**src/rtl/coeff_packer.sv**
```systemverilog
// Packs a valid/ready stream of single coefficients into DATA_SIZE-bit words.
// The output register holds one word; partial words close on s_last or flush.
module coeff_packer #(
  parameter int COEFF_WIDTH = 64,
  parameter int DATA_SIZE   = 512
) (
  input  logic                                 clk,
  input  logic                                 rstn,
  input  logic                                 s_valid,
  output logic                                 s_ready,
  input  logic [COEFF_WIDTH-1:0]               s_data,
  input  logic                                 s_last,
  input  logic                                 flush,
  output logic                                 m_valid,
  input  logic                                 m_ready,
  output logic [DATA_SIZE-1:0]                 m_data,
  output logic [DATA_SIZE/COEFF_WIDTH-1:0]     m_keep,
  output logic                                 m_last
);

  localparam int LANES = DATA_SIZE / COEFF_WIDTH;
  localparam int IDX_W = (LANES > 1) ? $clog2(LANES) : 1;
  localparam logic [IDX_W-1:0] LAST_IDX = IDX_W'(LANES - 1);

  if ((DATA_SIZE % COEFF_WIDTH) != 0 || DATA_SIZE < COEFF_WIDTH) begin : g_bad_cfg
    $fatal(1, "coeff_packer: DATA_SIZE must be a positive multiple of COEFF_WIDTH");
  end

  logic [LANES-1:0][COEFF_WIDTH-1:0] acc;
  logic [LANES-1:0][COEFF_WIDTH-1:0] word_next;
  logic [IDX_W-1:0]                  idx;
  logic [LANES-1:0]                  keep_next;
  logic                              accept;
  logic                              flush_take;
  logic                              complete;
  logic                              last_next;

  // The output slot is free when empty or being drained on this edge.
  assign s_ready    = !m_valid || m_ready;
  assign accept     = s_valid && s_ready;
  assign flush_take = flush && s_ready && ((idx != '0) || accept);
  assign complete   = (accept && ((idx == LAST_IDX) || s_last)) || flush_take;
  assign last_next  = accept && s_last;

  // NOTE: every variable in always_comb gets a default first; otherwise a latch is inferred.
  always_comb begin
    word_next = acc;
    keep_next = '0;
    if (accept) word_next[idx] = s_data;
    for (int i = 0; i < LANES; i++) begin
      keep_next[i] = (i < int'(idx)) || (accept && (i == int'(idx)));
    end
  end

  // NOTE: the accumulator is reset because unfilled lanes must read as zero in partial words.
  always_ff @(posedge clk or negedge rstn) begin
    if (!rstn) begin
      acc     <= '0;
      idx     <= '0;
      m_valid <= 1'b0;
      m_data  <= '0;
      m_keep  <= '0;
      m_last  <= 1'b0;
    end else if (complete) begin
      m_valid <= 1'b1;
      m_data  <= word_next;
      m_keep  <= keep_next;
      m_last  <= last_next;
      acc     <= '0;
      idx     <= '0;
    end else begin
      if (m_valid && m_ready) m_valid <= 1'b0;
      if (accept) begin
        acc[idx] <= s_data;
        idx      <= idx + IDX_W'(1);
      end
    end
  end

endmodule

```
**config.mk**
```make
export PLATFORM = sky130hd
export DESIGN_NAME = coeff_packer
export DESIGN_NICKNAME = d
export VERILOG_FILES = /design/src/rtl/coeff_packer.sv
export SDC_FILE = /design/constraint.sdc
export NUM_CORES = 2
export LEC_CHECK = 0
export ABC_AREA = 1
export CAP_MARGIN = 5
export CORE_UTILIZATION = 45
export DETAILED_ROUTE_END_ITERATION = 8
export GPL_TIMING_DRIVEN = 0
export MAX_ROUTING_LAYER = met4
export PLACE_DENSITY = 0.75
export SYNTH_ARGS = -nofsm -noshare
export SYNTH_HDL_FRONTEND = slang
export SYNTH_SLANG_ARGS = --single-unit
export TNS_END_PERCENT = 5
```
**constraint.sdc**
```tcl
create_clock -name clk -period 5.9 [get_ports clk]
set_clock_uncertainty 0.2 [all_clocks]
set_input_delay 0.59 -clock clk [delete_from_list [all_inputs] [get_ports clk]]
set_output_delay 0.59 -clock clk [all_outputs]
set_load 0.05 [all_outputs]
```
Yosys cells after proc, flatten, opt, wreduce, memory -nomap -nowiden --
Cells that the tools add are included.
Storage, ports and cells: word-level logic and storage cells 71, bits in registers 1037
Cells by class: add/subtract/negate cells 1, equality and inequality tests 8, muxes and demuxes 9, reductions and logical operators 31, magnitude comparators 9
Operators by type and width (number):
- 512-bit 2-to-1 mux | 2
- 512-bit bitwise mux | 1
- 64-bit demux with 3-bit select | 1
- 64-bit 2-to-1 mux | 1
- 1-bit logical AND | 15
- 3-bit == test (first input constant) | 4
- 1-bit logical OR | 11
- 3-bit less-than comparator (first input constant) | 3
- 2-bit by 3-bit == test with 1-bit output (first input constant) | 2
- 1-bit by 3-bit less-than comparator with 1-bit output (first input constant) | 2
- 2-bit by 3-bit less-than comparator with 1-bit output (first input constant) | 2
- 3-bit 2-to-1 mux | 2
- 3-bit by 4-bit less-than comparator with 1-bit output (second input constant) | 1
- 2-bit nonzero test | 2
- 3-bit by 1-bit adder with 3-bit output (second input constant) | 1
- 1-bit by 3-bit == test with 1-bit output (first input constant) | 1
- 3-bit == test (second input constant) | 1
- 3-bit by 1-bit greater-or-equal comparator with 1-bit output (second input constant) | 1
- 3-bit zero test | 1
- 3-bit nonzero test | 1
- 1-bit 2-to-1 mux | 2
- 1-bit zero test | 1

Logic depth before layout (Yosys ltp) --
depth in word-level cells 7, mapped depth 13, depth with buffers taken out 9

Least setup slack after synthesis --
OpenSTA, ideal clock, no wires.
kind register to register, start register idx[0], end register acc[384] (netlist name), path buffers 5, cell stages (with the launch flop) 14, setup slack 3.507 ns, arrival 2.115 ns, cell sequence dfrtp_1 buf_2 inv_2 clkbuf_1 ha_1 inv_1 nor2_1 nand2_1 nand2_1 nand2_2 buf_4 buf_6 buf_2 a21oi_1
Between the ends: longest elaborated chain between the ends 7
Ends and longest elaborated chain:
- start: declaration | RTL line 31 | logic [IDX_W-1:0] idx;
- start signal: assignment | RTL line 75 | idx <= idx + IDX_W'(1);
- 3-bit by 4-bit less-than comparator with 1-bit output (not written as such) or 3-bit by 1-bit greater-or-equal comparator with 1-bit output (tied branches) | RTL line 74 | acc[idx] <= s_data;
- 1-bit logical AND (not written as such) | RTL line 74
- 64-bit 2-to-1 mux (not written as such) | RTL line 74
- 64-bit demux with 3-bit select | RTL line 74
- 512-bit bitwise mux | RTL line 74
- 512-bit 2-to-1 mux
- 512-bit 2-to-1 mux * | RTL line 64 | end else if (complete) begin
- end signal: indexed assignment | RTL line 74
- end: declaration | RTL line 29 | logic [LANES-1:0][COEFF_WIDTH-1:0] acc;
Every way passes the cells marked *; elsewhere a longest branch is shown, timed or not. A chain may end at the register's enable or synchronous reset.

Final worst setup path --
start register idx[0], end register m_data[255]
Between the ends: longest elaborated chain between the ends 6
Ends and longest elaborated chain:
- 3-bit by 4-bit less-than comparator with 1-bit output (not written as such) or 3-bit by 1-bit greater-or-equal comparator with 1-bit output (tied branches) | RTL line 49 | if (accept) word_next[idx] = s_data;
- 1-bit logical AND (not written as such) | RTL line 49
- 64-bit 2-to-1 mux (not written as such) | RTL line 49
- 64-bit demux with 3-bit select | RTL line 49
- 512-bit bitwise mux | RTL line 49
- 512-bit 2-to-1 mux | RTL line 49
- end signal: assignment | RTL line 66 | m_data <= word_next;
- end: declaration | RTL line 16 | output logic [DATA_SIZE-1:0] m_data,
Several ways; a longest one is shown, not always the timed one.

==> results.py <==
metrics = {
    "status": {
        "status": "complete, but fails checks",
        "violations": "max-capacitance violations, max-slew violations",
    },
    "detailed_routing": {
        "drc": 0,
        "drt_iter0_drc": 5623,
        "antenna_left": 0,
        "vias": 43326,
        "wl_per_cell_um": 22.7,
        "drt_pre_antenna_iters": 6,
        "wirelength_um": 179000,
        "via_per_inst": 5.51,
    },
    "placed_design": {
        "dp_cells": 7646,
        "place_hpwl_um": 123000,
        "place_congestion": 0.947,
        "portBuffers": 592,
    },
    "critical_path": {
        "crit_top_cell": "nand2_1",
        "cp-endpoint": "m_data[255]",
        "crit_required_ns": 6.33,
        "critPathBufInv": 6,
        "crit_chain": "buf_2 -> inv_2 -> clkbuf_1 -> ha_1 -> inv_1 -> nor2_1 -> nand2_1 -> nand2_1 -> nand2_2 -> buf_2 -> clkbuf_1 -> nand2_1 -> nand2_1",
        "critPathMaxFanout": 11,
        "startpoint_type": "flip-flop",
        "rrSetupSlack_ns": 1.74,
        "worst-path-stages": 13,
        "r2r_cells": 13,
        "cp_slowest_cell": "nand2_1",
        "arrival_ns": 4.59,
        "r2r_end": "m_data[255]",
        "crit_path_start": "idx[0]",
        "rr_startpoint": "idx[0]",
        "endpoint_kind": "flip-flop",
        "path_class": "flip-flop to flip-flop",
        "crit_family": "buffers and inverters",
        "slowest_delay_ns": 0.56,
    },
    "global_route": {
        "grt_antenna_before_repair": 16,
        "grt_pass1_wl_um": 259000,
        "grt_pass1_vias": 40192,
        "overflow": 0,
        "track_usage_pct": 35.3,
        "grt_max_degree": 166,
    },
    "logic_synthesis": {
        "yosysMostFrequentCell": "nand2_1",
        "yosys-top-cells-area": "dfrtp_1 57%, nand2_1 22%, nand3_1 7.2%",
        "yosysTopAreaCell": "dfrtp_1",
        "synth-edff-count": 0,
        "synth_top_area_share_pct": 56.9,
        "synth_top_flop_cell": "dfrtp_1",
        "netlist_instances": 5691,
        "syn_nets": 5767,
        "yosysSeqAreaShare_pct": 56.9,
        "ys_seq_elements": 1037,
        "synth_common_cells": "2656 x nand2_1, 1037 x dfrtp_1, 656 x nand3_1",
        "netlist_area_um2": 45600,
        "async_flop_share_pct": 100,
        "ys_types": 23,
        "ys_warn_count": 0,
        "syn_avg_cell_area_um2": 8.01,
    },
    "power_and_ir_drop": {
        "pwr_density_cell_nw_per_um2": 452,
        "p_seq_share_pct": 35.0,
        "irDropWorstVdd_uv": 453,
        "power.leakage_nw": 30.6,
        "power_switching_share_pct": 41.2,
        "clockPowerShare_pct": 28.1,
        "p_switching_mw": 10.7,
        "intPower_mw": 15.2,
        "pwr-share-comb_pct": 36.9,
    },
    "timing": {
        "hold_slack_ns": 0.276,
        "tns_ns": 0,
        "max_freq_ghz": 0.240,
        "grt_setup_unrepaired": "false",
        "maxSlewViolCount": 11,
        "slew_headroom_pct": -3.03,
        "period_needed_ns": 4.16,
        "finalHoldViolCount": 0,
        "tightest_slew_ns": 1.54,
        "setup_violations": 0,
        "period_share_pct": 70.5,
    },
    "floorplan": {
        "fp.dieW_um": 320,
        "initial_utilization_pct": 45.5,
        "die_area_um2": 103000,
        "coreArea_um2": 100000,
        "die_y_um": 320,
        "std_cell_rows": 116,
        "num_io_pins": 593,
    },
    "clock_tree": {
        "clk_pin_slew_ns": 0.06,
        "cts_sinks": 1037,
        "cts_tree": "yes",
        "cts_setup_buffers": 0,
        "clockBufferDepth": 3,
        "htree_num_levels": 3,
        "cts_buffers": 108,
        "clk_latency_ns": 0.72,
        "cts-root-buf": "clkbuf_16",
        "ctsResizeCount": 0,
        "cts_hold_buf": 1,
    },
    "hold_path": {
        "hp-class": "flip-flop to flip-flop",
    },
    "final_layout": {
        "fillers": 8920,
        "syn2layout_area_growth_pct": 25.5,
        "fin_cells": 7866,
        "nets": 6476,
        "drive_gt1_share_pct": 5.76,
    },
    "job": {
        "drv_cap": 1,
    },
}
worst min-delay path by stage:
stage / start / endpoint / slack [ns] / depth (start not counted)
after floorplan: rstn / acc[0] / 0.09 / 0
after global placement: m_keep[0] / m_keep[0] / 0.26 / 1
after detailed placement: m_keep[0] / m_keep[0] / 0.26 / 1
after CTS: s_last / m_last / 0.25 / 3
after global routing: m_keep[0] / m_keep[0] / 0.30 / 1
final: m_keep[0] / m_keep[0] / 0.28 / 1
power groups by stage:
stage	logic (mW)	clock network, mW	registers (mW)
3_5_place_dp	9.40	0	9.14
2_1_floorplan	3.42	0	11.6
6_report	9.54	7.26	9.05
4_1_cts	9.47	7.28	9.03
5_1_grt	10.1	7.59	9.15
3_3_place_gp	9.28	0	9.22
registers in the layout, indices dropped and copies added (netlist names):
name	cells
acc	512
m_valid	1
idx	3
m_last	1
m_data	512
m_keep	8
cell usage in the layout, fill, tap and decap left out, types with 133 or more instances in the layout:
| master | synthesis | routed |
|---|---|---|
| clkdlybuf4s50_1 | 0 | 591 |
| dfrtp_1 | 1037 | 1037 |
| buf_2 | 160 | 160 |
| nand3_1 | 656 | 656 |
| inv_1 | 199 | 199 |
| clkbuf_1 | 188 | 210 |
| nor2_1 | 133 | 133 |
| nand4_1 | 194 | 194 |
| a21oi_1 | 385 | 385 |
| nand2_1 | 2656 | 2656 |
worst register-to-register path: stages, from the launching register on:
cell and delay [ns]:
dfrtp_1 0.38, buf_2 0.23, inv_2 0.13, clkbuf_1 0.27, ha_1 0.28, inv_1 0.08, nor2_1 0.04, nand2_1 0.06
nand2_1 0.56, nand2_2 0.51, buf_2 0.45, clkbuf_1 0.53, nand2_1 0.28, nand2_1 0.11
cell families (layout without fill, tap and decap cells):
| kind of cell | Yosys count | after routing | synth area share, % |
|---|---|---|---|
| AOI/OAI and AO/OA | 392 | 392 | 4.32 |
| adders and majority gates | 6 | 6 | 0.165 |
| buffers and inverters | 607 | 1409 | 5.66 |
| DFF | 1037 | 1037 | 56.9 |
| other | 0 | 16 | 0 |
| and+or+nand+nor | 3649 | 3649 | 33.0 |
per-stage QoR:
stage | util (%) | worst slack, ns | instance area, µm² | power [mW]
floorplan | - | 3.51 | 45600 | 15.0
global placement | 53.1 | -43.01 | 53200 | 18.5
detailed placement | 53.2 | 1.57 | 53400 | 18.5
CTS | 57.0 | 1.77 | 57200 | 25.8
global route | 57.0 | 1.58 | 57200 | 26.9
finish | 57.0 | 1.74 | 57200 | 25.8
routing by layer:
layer / routed length [µm] / GRT usage, % / vias up
met4: 11600 / 20.7 / 0
met2: 78100 / 50.9 / 2312
met1: 70000 / 45.2 / 20826
li1: - / - / 19687
met5: 0 / - / -
met3: 18800 / 8.49 / 501
final cells by class:
| cell class | instances | area [µm²] | share of cell area (%) |
|---|---|---|---|
| clock inverters | 39 | 465 | 0.814 |
| flip-flops and latches | 1037 | 25900 | 45.4 |
| diodes | 16 | 40.0 | 0.0700 |
| multi-input cells | 4047 | 17100 | 29.8 |
| well taps | 1357 | 1700 | 2.97 |
| clock buffers | 164 | 3300 | 5.76 |
| inverters | 202 | 758 | 1.33 |
| repair buffers | 599 | 6110 | 10.7 |
| plain buffers | 405 | 1820 | 3.18 |
Note: power is estimated with default switching activity, not from simulation.
